===== src/rtl/pe_sequencer.sv =====
// rtl/pe_sequencer.sv - walks center/out-channel/in-tile loops, issues buffer reads, drives PE control
module pe_sequencer #(
  parameter int CENTER_W  = 16,
  parameter int OUT_CH_W  = 6,
  parameter int IN_TILE_W = 8,
  parameter int ADDR_W    = 12,
  parameter int BUF_LAT   = 1,
  parameter int PE_LAT    = 4
) (
  input  logic                 clk,
  input  logic                 rst,
  input  logic                 cfg_valid,
  output logic                 cfg_ready,
  input  logic [CENTER_W-1:0]  cfg_num_center,
  input  logic [OUT_CH_W-1:0]  cfg_num_out_ch,
  input  logic [IN_TILE_W-1:0] cfg_num_in_tile,
  input  logic                 cfg_acc_omem,
  input  logic                 buf_stall,
  output logic                 buf_rd_en,
  output logic [ADDR_W-1:0]    ifm_addr,
  output logic [ADDR_W-1:0]    wgt_addr,
  output logic                 pe_in_valid,
  output logic [OUT_CH_W-1:0]  pe_out_ch,
  output logic                 pe_in_ch_end,
  output logic                 pe_new_center_in,
  output logic                 pe_psum_req,
  output logic                 busy,
  output logic                 done
);

  typedef enum logic [1:0] {S_IDLE, S_RUN, S_DRAIN, S_DONE} state_t;

  // One beat of PE control travelling alongside the buffer read latency
  typedef struct packed {
    logic                v;
    logic [OUT_CH_W-1:0] o;
    logic                e;
    logic                n;
  } beat_t;

  localparam int                   DRAIN_N    = BUF_LAT + PE_LAT;
  localparam logic [7:0]           DRAIN_LAST = 8'(DRAIN_N - 1);
  localparam logic [CENTER_W-1:0]  C_ONE      = CENTER_W'(1);
  localparam logic [OUT_CH_W-1:0]  O_ONE      = OUT_CH_W'(1);
  localparam logic [IN_TILE_W-1:0] T_ONE      = IN_TILE_W'(1);

  state_t               state, state_nx;
  logic [CENTER_W-1:0]  n_c, ctr_c;
  logic [OUT_CH_W-1:0]  n_o, ctr_o;
  logic [IN_TILE_W-1:0] n_t, ctr_t;
  logic                 acc_omem_q;
  logic [ADDR_W-1:0]    ifm_base, wgt_base, nt_step;
  logic [7:0]           drain_cnt;
  beat_t                pipe [BUF_LAT];
  beat_t                stage_in;
  logic                 accept, cfg_zero, rd_en;
  logic                 t_last, o_last, c_last, last_beat;

  assign accept    = cfg_valid && (state == S_IDLE);
  assign cfg_zero  = (cfg_num_center == '0) || (cfg_num_out_ch == '0) || (cfg_num_in_tile == '0);
  assign rd_en     = (state == S_RUN) && !buf_stall;
  assign t_last    = (ctr_t == n_t - T_ONE);
  assign o_last    = (ctr_o == n_o - O_ONE);
  assign c_last    = (ctr_c == n_c - C_ONE);
  assign last_beat = t_last && o_last && c_last;
  assign nt_step   = ADDR_W'(n_t);

  assign cfg_ready = (state == S_IDLE);
  assign busy      = (state != S_IDLE);
  assign done      = (state == S_DONE);
  assign buf_rd_en = rd_en;
  // Bases hold c*N_T and o*N_T so the address is a single add of the tile index
  assign ifm_addr  = ifm_base + ADDR_W'(ctr_t);
  assign wgt_addr  = wgt_base + ADDR_W'(ctr_t);

  assign pe_in_valid      = pipe[BUF_LAT-1].v;
  assign pe_out_ch        = pipe[BUF_LAT-1].o;
  assign pe_in_ch_end     = pipe[BUF_LAT-1].e;
  assign pe_new_center_in = pipe[BUF_LAT-1].n;
  assign pe_psum_req      = pipe[BUF_LAT-1].e & acc_omem_q;

  // State register
  always_ff @(posedge clk or posedge rst) begin
    if (rst) state <= S_IDLE;
    else     state <= state_nx;
  end

  // Next-state: empty jobs skip straight to the done pulse
  always_comb begin
    state_nx = state;
    case (state)
      S_IDLE:  if (accept) state_nx = cfg_zero ? S_DONE : S_RUN;
      S_RUN:   if (rd_en && last_beat) state_nx = S_DRAIN;
      S_DRAIN: if (drain_cnt == DRAIN_LAST) state_nx = S_DONE;
      S_DONE:  state_nx = S_IDLE;
      default: state_nx = S_IDLE;
    endcase
  end

  // Drain timer covers the buffer latency plus the PE pipeline depth
  always_ff @(posedge clk or posedge rst) begin
    if (rst)                   drain_cnt <= '0;
    else if (state == S_DRAIN) drain_cnt <= drain_cnt + 8'd1;
    else                       drain_cnt <= '0;
  end

  // Job descriptor latched on accept
  always_ff @(posedge clk or posedge rst) begin
    if (rst) begin
      n_c        <= '0;
      n_o        <= '0;
      n_t        <= '0;
      acc_omem_q <= 1'b0;
    end else if (accept) begin
      n_c        <= cfg_num_center;
      n_o        <= cfg_num_out_ch;
      n_t        <= cfg_num_in_tile;
      acc_omem_q <= cfg_acc_omem;
    end
  end

  // Loop counters and address bases; tile innermost, center outermost
  always_ff @(posedge clk or posedge rst) begin
    if (rst) begin
      ctr_c    <= '0;
      ctr_o    <= '0;
      ctr_t    <= '0;
      ifm_base <= '0;
      wgt_base <= '0;
    end else if (accept) begin
      ctr_c    <= '0;
      ctr_o    <= '0;
      ctr_t    <= '0;
      ifm_base <= '0;
      wgt_base <= '0;
    end else if (rd_en) begin
      if (t_last) begin
        ctr_t <= '0;
        if (o_last) begin
          ctr_o    <= '0;
          wgt_base <= '0;
          if (c_last) begin
            ctr_c    <= '0;
            ifm_base <= '0;
          end else begin
            ctr_c    <= ctr_c + C_ONE;
            ifm_base <= ifm_base + nt_step;
          end
        end else begin
          ctr_o    <= ctr_o + O_ONE;
          wgt_base <= wgt_base + nt_step;
        end
      end else begin
        ctr_t <= ctr_t + T_ONE;
      end
    end
  end

  // Control fields are zeroed on idle beats so the PE sees clean flags
  always_comb begin
    stage_in   = '0;
    stage_in.v = rd_en;
    stage_in.o = rd_en ? ctr_o : '0;
    stage_in.e = rd_en && t_last;
    stage_in.n = rd_en && (ctr_t == '0);
  end

  // Delay line aligning PE control with returned buffer data
  always_ff @(posedge clk or posedge rst) begin
    if (rst) begin
      for (int i = 0; i < BUF_LAT; i++) pipe[i] <= '0;
    end else begin
      pipe[0] <= stage_in;
      for (int i = 1; i < BUF_LAT; i++) pipe[i] <= pipe[i-1];
    end
  end

endmodule


===== config.mk =====
export PLATFORM = sky130hd
export DESIGN_NAME = pe_sequencer
export DESIGN_NICKNAME = d
export VERILOG_FILES = /design/src/rtl/pe_sequencer.sv
export SDC_FILE = /design/constraint.sdc
export NUM_CORES = 1
export LEC_CHECK = 0
export CAP_MARGIN = 40
export CORE_UTILIZATION = 50
export DETAILED_ROUTE_END_ITERATION = 10
export PLACE_DENSITY = 0.74
export SYNTH_ARGS = -nofsm -noshare
export SYNTH_HDL_FRONTEND = slang
export SYNTH_SLANG_ARGS = --single-unit

===== constraint.sdc =====
create_clock -name clk -period 3.4 [get_ports clk]
set_input_delay 0.68 -clock clk [delete_from_list [all_inputs] [get_ports clk]]
set_output_delay 0.68 -clock clk [all_outputs]
set_load 0.01 [all_outputs]

======== After elaboration in Yosys (flattened, before gate mapping) ========
Cells that the tools add are included.
word-level totals
  flip-flop bits (word level) ............. 104
  bits of input ports ..................... 35
  output and inout bits ................... 38
  logic and storage cells ................. 87
operators by class
  add/subtract/negate cells ............... 11
  equality and inequality tests ........... 10
  multiplexer cells ....................... 28
  bitwise logic cells ..................... 1
  reductions and logical operators ........ 22
operator list
  cell                                                 count
  2-to-1 mux 12 bit                                    9
  2-to-1 mux 16 bit                                    5
  adder 12 x 8 -> 12 bit                               4
  2-to-1 mux 8 bit                                     4
  2-to-1 mux 6 bit                                     5
  adder 16 x 1 -> 16 bit (second input constant)       1
  adder 8 x 1 -> 8 bit (second input constant)         2
  == test 16 bit                                       1
  logical NOT 16 bit                                   1
  logical NOT 8 bit                                    2
  subtractor 16 x 1 -> 16 bit (second input constant)  1
  == test 8 x 3 -> 1 bit (second input constant)       1
  == test 8 bit                                        1
  2-to-1 mux 2 bit                                     4
  case mux 2 bit (4 select lines)                      1
  nonzero test 2 bit                                   4
  subtractor 8 x 1 -> 8 bit (second input constant)    1
  logical AND 1 bit                                    7
  adder 6 x 1 -> 6 bit (second input constant)         1
  == test 6 bit                                        1
  logical NOT 6 bit                                    1
  AND reduction 3 bit                                  2
  subtractor 6 x 1 -> 6 bit (second input constant)    1
  == test 2 bit (second input constant)                2
  8 further kinds                                      10

======== Longest topological paths before layout ========
  depth after elaboration ................. 7
  depth in mapped cells ................... 12

======== Worst setup path before layout ========
Ideal clock, no wire load.
  path type ............................... register to output
  from .................................... register ctr_t[0]
  to ...................................... output port wgt_addr[10]
  arrival time ............................ 2129 ps
  data required time ...................... 2720 ps
  slack ................................... 591 ps
  cell stages (with the launch flop) ...... 12
  path buffers ............................ 0
  cell sequence ........................... dfrtp_1 > ha_1 > inv_1 > fa_1 > inv_1 > a21oi_1 > o21bai_1 > a21oi_1 > o21bai_1 > a31oi_1 > nor2_1 > xor2_1
between the ends
  word-level cells in the longest chain between the ends .. 1
RTL lines
  item                    line  text
  from (decl)             50    logic [IN_TILE_W-1:0] n_t, ctr_t;
  from (signal assigned)  154   ctr_t <= ctr_t + T_ONE;
  adder 12 x 8 -> 12 bit  74    assign wgt_addr = wgt_base + ADDR_W'(ctr_t);
  to (decl)               21    output logic [ADDR_W-1:0] wgt_addr,
Every way passes these cells.

======== Worst setup path after layout ========
  from .................................... register ctr_t[1]
  to ...................................... output port ifm_addr[7]
between the ends
  word-level cells in the longest chain between the ends .. 1
RTL lines
  item                    line  text
  adder 12 x 8 -> 12 bit  73    assign ifm_addr = ifm_base + ADDR_W'(ctr_t);
  to (decl)               20    output logic [ADDR_W-1:0] ifm_addr,
Every way passes these cells.

==> flow_metrics.py <==
metrics = {
    "run_status": {
        "outcome": "finished, final reports clean",
    },
    "global_routing": {
        "grt_max_degree": 62,
        "overflow": 0,
        "grt_use_total_pct": 25.3,
        "grt_pass1_wl_um": 28800,
        "antenna_found_initial": 0,
        "grt_pass1_vias": 5841,
    },
    "logic_synthesis": {
        "avgSynthCellArea_um2": 9.09,
        "synthArstFlopShare_pct": 100,
        "ys_ff_latch": 104,
        "ys_warn_count": 0,
        "syn-num-nets": 860,
        "synth_ff_type": "dfrtp_1",
        "syn_inst": 776,
        "ys_types": 82,
        "yosysSeqAreaShare_pct": 36.9,
        "syn_area_um2": 7050,
        "synth-edff-count": 0,
    },
    "power": {
        "comb_power_share_pct": 44.1,
        "cellPowerDensity_nw_per_um2": 661,
        "power.static_leakage_nw": 3.92,
        "power_switching_mw": 2.29,
        "seqPwrFrac_pct": 33.6,
        "internal-power_mw": 3.29,
        "ir_worst_vdd_uv": 321,
        "sw_frac_of_total_pct": 41.1,
        "pwr-share-clk_pct": 22.3,
        "p_total_mw": 5.58,
    },
    "finish": {
        "ff_latch_area_um2": 2610,
        "nFillCells": 1167,
        "area_growth_pct": 19.6,
        "multiInputGateArea_um2": 4220,
        "design_area_um2": 8440,
        "finalCoreUtilization_pct": 61.0,
        "num_antenna_cells": 0,
        "nets": 942,
        "drive_above_1_share_pct": 10.7,
    },
    "setup_path": {
        "cp_max_fo": 4,
        "critPathCaptureType": "primary output",
        "start_kind": "flip-flop",
        "rr_startpoint": "n_t[1]$_DFFE_PP0P_",
        "required_ns": 2.72,
        "critPathLaunch": "ctr_t[1]$_DFFE_PP0P_",
        "worstSetupPathType": "flip-flop to primary output",
        "worst_ep_arrival_time_ns": 2.60,
    },
    "detailed_routing": {
        "wl_per_cell_um": 16.7,
        "ant_nets": 0,
        "wl_um": 17400,
        "drc_errors": 0,
        "detail_route.iter0.violations": 362,
        "via_count": 6047,
        "drt_first_pass_iters": 5,
        "vias_per_cell": 5.80,
    },
    "clock_tree": {
        "root_buffer": "clkbuf_16",
        "cts_hold_buf": 0,
        "clk_pin_slew_ns": 0.07,
        "cts_buffers": 9,
        "cts_tree": "done",
        "clock-sinks": 104,
        "cts.path.max_buffers": 2,
        "htreeDepth": 3,
        "clock_latency_ns": 0.37,
    },
    "timing": {
        "skew_ns": 0.00889,
        "fin_crit_sh_pct": 96.5,
        "slew_headroom_pct": 44.7,
        "slew_viol_final": 0,
        "fin_crit_ns": 3.28,
        "hold_viol_final": 0,
        "fmax_ghz": 0.305,
        "final-setup-viol-count": 0,
        "hold_ws_ns": 0.475,
        "worst_pin_slew_ns": 0.821,
    },
    "placement": {
        "dpl-instance-area_um2": 8010,
        "gp_congestion": 0.862,
        "portBuffers": 72,
        "place_hpwl_um": 13000,
    },
    "floorplan": {
        "chipWidth_um": 121,
        "start_util_pct": 51.0,
        "num_rows": 43,
        "ios": 73,
        "die_h_um": 121,
        "dieArea_um2": 14600,
        "coreArea_um2": 13800,
    },
    "flow_run": {
        "max-cap-violations": 0,
    },
    "worst_hold_path": {
        "hold_class": "flip-flop to flip-flop",
        "holdCritStartpoint": "drain_cnt[0]$_DFF_PP0_",
    },
}
-- cells by family (layout without fill, tap and decap cells) --
kind of cell / after synthesis / in the layout / share of synthesized area (%)
and+or+nand+nor: 309 / 309 / 22.2
AOI/OAI and AO/OA: 166 / 166 / 17.3
DFF: 104 / 104 / 36.9
xor gates and xnor gates: 86 / 86 / 10.7
buffers and inverters: 61 / 148 / 3.64
adders and majority gates: 49 / 49 / 9.12
muxes: 1 / 1 / 0.142
-- per-stage QoR --
stage,instances,setup TNS [ns],setup slack [ns]
detailed placement,1019,0,0.0526
global route,1043,-0.00943,-0.00790
finish,1043,0,0.118
global placement,1018,0,0.0873
floorplan,776,0,0.591
CTS,1039,-0.00351,-0.00351
-- registers in the layout, indices dropped and copies added, names as in the netlist --
name / cells
n_c: 16
ctr_o: 6
pe_new_center_in: 1
pe_out_ch: 6
n_o: 6
ctr_t: 8
wgt_base: 12
pe_in_valid: 1
drain_cnt: 8
acc_omem_q: 1
pe_in_ch_end: 1
state: 2
ctr_c: 16
ifm_base: 12
n_t: 8
-- worst paths after layout --
check / cells after the start / endpoint / slack, ns
setup reg to reg: 10 / ctr_c[14]$_DFFE_PP0P_ / 0.31
min in group asynchronous: 2 / ctr_t[4]$_DFFE_PP0P_ / 0.71
setup / recovery: 10 / ifm_addr[7] / 0.12
hold / removal: 1 / drain_cnt[0]$_DFF_PP0_ / 0.48
max in group asynchronous: 3 / ctr_o[0]$_DFFE_PP0P_ / 2.00
hold reg to reg: 1 / drain_cnt[0]$_DFF_PP0_ / 0.48
-- power by group through the flow --
stage	combinational (mW)	clock [mW]	sequential [mW]
after floorplan	1.86	0	1.75
after global placement	2.31	0	1.87
after detailed placement	2.43	0	1.89
after CTS	2.45	1.26	1.86
after global routing	2.75	1.30	1.91
final	2.46	1.24	1.88
-- cell usage after synthesis, types with 3 or more instances --
library cell	n	area, um^2
fa_1	4	80.1
o21ai_0	45	225
nand2_2	3	18.8
a21oi_1	28	140
xnor2_1	48	420
inv_1	38	143
o31ai_1	5	37.5
o41ai_1	3	26.3
o21bai_1	9	67.6
nand3_1	24	120
nor2b_1	7	43.8
xor2_1	38	333
o21a_1	4	30.0
and2_1	19	119
a22o_1	8	70.1
clkbuf_1	13	48.8
nor2_1	56	210
o211ai_1	3	22.5
a31oi_1	10	62.6
nor3_1	13	65.1
nor3_2	5	50.1
dfrtp_1	104	2600
a211oi_1	4	30.0
buf_2	6	30.0
nor4_1	10	62.6
nor2_2	3	18.8
nand4_1	7	43.8
ha_1	45	563
and3_1	10	62.6
nand2b_1	5	31.3
nand2_1	116	435
or3_1	7	43.8
a21o_1	13	97.6
-- area by class of cell --
| type | instances | share of cell area [%] |
|---|---|---|
| timing repair buffer | 94 | 10.5 |
| inverter | 38 | 1.74 |
| tap | 180 | 2.67 |
| clock buffer | 9 | 2.67 |
| sequential | 104 | 30.9 |
| multi-input combinational | 611 | 50.1 |
| clock inverter | 7 | 1.50 |
-- metal layers --
| metal | wire (um) | track usage [%] | vias to the layer above |
|---|---|---|---|
| li1 | - | - | 2901 |
| met1 | 8160 | 35.2 | 2973 |
| met2 | 8220 | 40.8 | 160 |
| met3 | 790 | 3.25 | 13 |
| met4 | 210 | 8.26 | 0 |
| met5 | 0 | 0 | - |
-- cell usage in the layout (no fill, tap or decap), types with 4 or more instances in the layout --
cell | Yosys | routed
o21bai_1 | 9 | 9
dfrtp_1 | 104 | 101
inv_1 | 38 | 36
a31oi_1 | 10 | 9
nand4_1 | 7 | 7
and2_1 | 19 | 19
a22o_1 | 8 | 8
dlygate4sd2_1 | 0 | 7
and3_1 | 10 | 10
nand3_1 | 24 | 24
xor2_1 | 38 | 38
a21o_1 | 13 | 13
o31ai_1 | 5 | 5
nand2_1 | 116 | 116
nor2b_1 | 7 | 7
o21a_1 | 4 | 4
nand2b_1 | 5 | 5
ha_1 | 45 | 44
clkbuf_16 | 0 | 9
a21oi_1 | 28 | 24
a21oi_2 | 0 | 4
nor2_1 | 56 | 56
clkdlybuf4s50_1 | 0 | 60
o21ai_0 | 45 | 45
a211oi_1 | 4 | 4
nor3_1 | 13 | 13
buf_4 | 1 | 20
xnor2_1 | 48 | 48
or3_1 | 7 | 7
nor3_2 | 5 | 5
nor4_1 | 10 | 10
-- worst max-delay path, stage by stage (launching register included) --
cell	delay (ns)
dfrtp_2	0.44
ha_1	0.30
a21o_1	0.20
a21oi_2	0.17
o21bai_1	0.12
a21oi_2	0.17
o21bai_1	0.11
buf_4	0.14
a21oi_1	0.18
xnor2_1	0.13
dlygate4sd2_1	0.28
-- what timing repair did --
action                                  CTS  global route
pin swaps                                 6            14
endpoints found under the setup margin   12             9
resized for setup                        18            15
buffers inserted                          4             4
Note: power is estimated with default switching activity, not from simulation.
==> variant: new RTL, same settings <==
Reset style: synchronous (`rst`), changed in 5 clocked blocks.
--- a/src/rtl/pe_sequencer.sv
+++ b/src/rtl/pe_sequencer.sv
@@ -81,5 +81,5 @@
 
   // State register
-  always_ff @(posedge clk or posedge rst) begin
+  always_ff @(posedge clk) begin
     if (rst) state <= S_IDLE;
     else     state <= state_nx;
@@ -99,5 +99,5 @@
 
   // Drain timer covers the buffer latency plus the PE pipeline depth
-  always_ff @(posedge clk or posedge rst) begin
+  always_ff @(posedge clk) begin
     if (rst)                   drain_cnt <= '0;
     else if (state == S_DRAIN) drain_cnt <= drain_cnt + 8'd1;
@@ -106,5 +106,5 @@
 
   // Job descriptor latched on accept
-  always_ff @(posedge clk or posedge rst) begin
+  always_ff @(posedge clk) begin
     if (rst) begin
       n_c        <= '0;
@@ -121,5 +121,5 @@
 
   // Loop counters and address bases; tile innermost, center outermost
-  always_ff @(posedge clk or posedge rst) begin
+  always_ff @(posedge clk) begin
     if (rst) begin
       ctr_c    <= '0;
@@ -167,5 +167,5 @@
 
   // Delay line aligning PE control with returned buffer data
-  always_ff @(posedge clk or posedge rst) begin
+  always_ff @(posedge clk) begin
     if (rst) begin
       for (int i = 0; i < BUF_LAT; i++) pipe[i] <= '0;
Function: differs if rst is asserted again (counterexample within 4 cycles, from zero or initial values and one cycle with rst high); with rst held inactive, the same outputs for 4 cycles.
==> variant against the unedited design <==
Sequential share of layout area decreased by 4.1 points; setup slack improved by 0.0040 ns; sequential cell count unchanged; die area decreased by 11%; synthesized area decreased by 11%; hold slack got worse by 0.0071 ns; cell count decreased by 0.96%; design area decreased by 7.6%; wire length decreased by 13%.
Power is not compared: it rests on default switching activity, and its combinational part moved more than twofold at a synthesized area within 25%.
==> variant: results (changes against the unedited design) <==
reg-to-reg setup timing slack=0.22 ns (-0.09 ns); adder-cell share of the synthesized area=0.1021 (+0.01093); post-synthesis xor/xnor area fraction=0.1371 (+0.03028); DRT Pass-1 Iters=4 (-1); global-route wire length before repair=24,760 microns (-14%); pre-CTS setup slack=-0.1999 ns (-0.2525 ns); final hold slack=0.4680 ns (-0.007056 ns); layout cells sized above 1=0.1040 (-0.002559); Worst Setup SP=ctr_t[1]$_SDFFE_PP0P_; average cell area after synthesis=8.308 sq um (-8.6%); Synth Area in Compound Gates=0.1496 (-0.02338); DR iter-0 viols=252 (-30%); vias in the first global route=5,329 (-8.8%); max frequency=305.1 MHz (+0.12%); Setup Skew=0.005843 ns (-0.003051 ns); Non-Filler Instances=1,033 (-0.96%); Slew @ Worst Pin=0.5679 ns (-0.2535 ns); WL final=15,130 microns (-13%); Crit path largest cell delay=0.31 ns (-0.13 ns); Final HPWL DP=11,610 microns (-11%); Distinct cells, synth=61 (-26%); largest net degree at the start of global routing=33 (-47%); clk_lat worst skew=0.35 ns (-0.02 ns); synth top area cells=dfxtp_1 33%, ha_1 8.9%, xor2_1 8.3%; Layout Nets=944 (+0.21%); GRT Util Overall=0.2395 (-0.01348); synth cell count leaders=104 x dfxtp_1, 91 x nand2_1, 65 x nor2_1, 60 x xor2_1, 57 x a21oi_1; CTS resizes=29 (+11); Min-Delay Endpoint=drain_cnt[0]$_SDFF_PP0_; metal3 WL=493 microns (-38%); Async S/R FF share, synth=0 (-1.000); hold wc startpoint=drain_cnt[0]$_SDFF_PP0_; crit path to=wgt_addr[11]; Main synth FF type=dfxtp_1; outcome=finished clean
variant: layout make-up:
type / instances / area [sq um]
fill: 1090 / 4365
multi-input combinational: 592 / 4035
sequential: 104 / 2087
timing repair buffer: 117 / 1061
clock buffer: 13 / 250.2
tap: 168 / 210.2
inverter: 36 / 135.1
clock inverter: 3 / 17.52
variant: worst register-to-register path, cell delays in order, from the launching register on:
cell and delay, ns:
dfxtp_1 0.44, or3_1 0.44, o21ai_1 0.14, or4b_1 0.47, or3_4 0.44, or3_1 0.50, o21ai_0 0.26, o211ai_1 0.19
mux2i_1 0.17
variant: report_power, final:
part           switching [mW]  internal (mW)  leakage, nW  total [mW]
clock                   0.439          0.515        0.130       0.954
combinational           0.589          0.484         2.32        1.07
sequential              0.102           1.30        0.845        1.40
variant: per-stage QoR:
step	instance area [sq um]	util
floorplan	6297	-
global placement	7373	0.6063
detailed placement	7393	0.6079
CTS	7731	0.6357
global route	7796	0.6410
finish	7796	0.6410
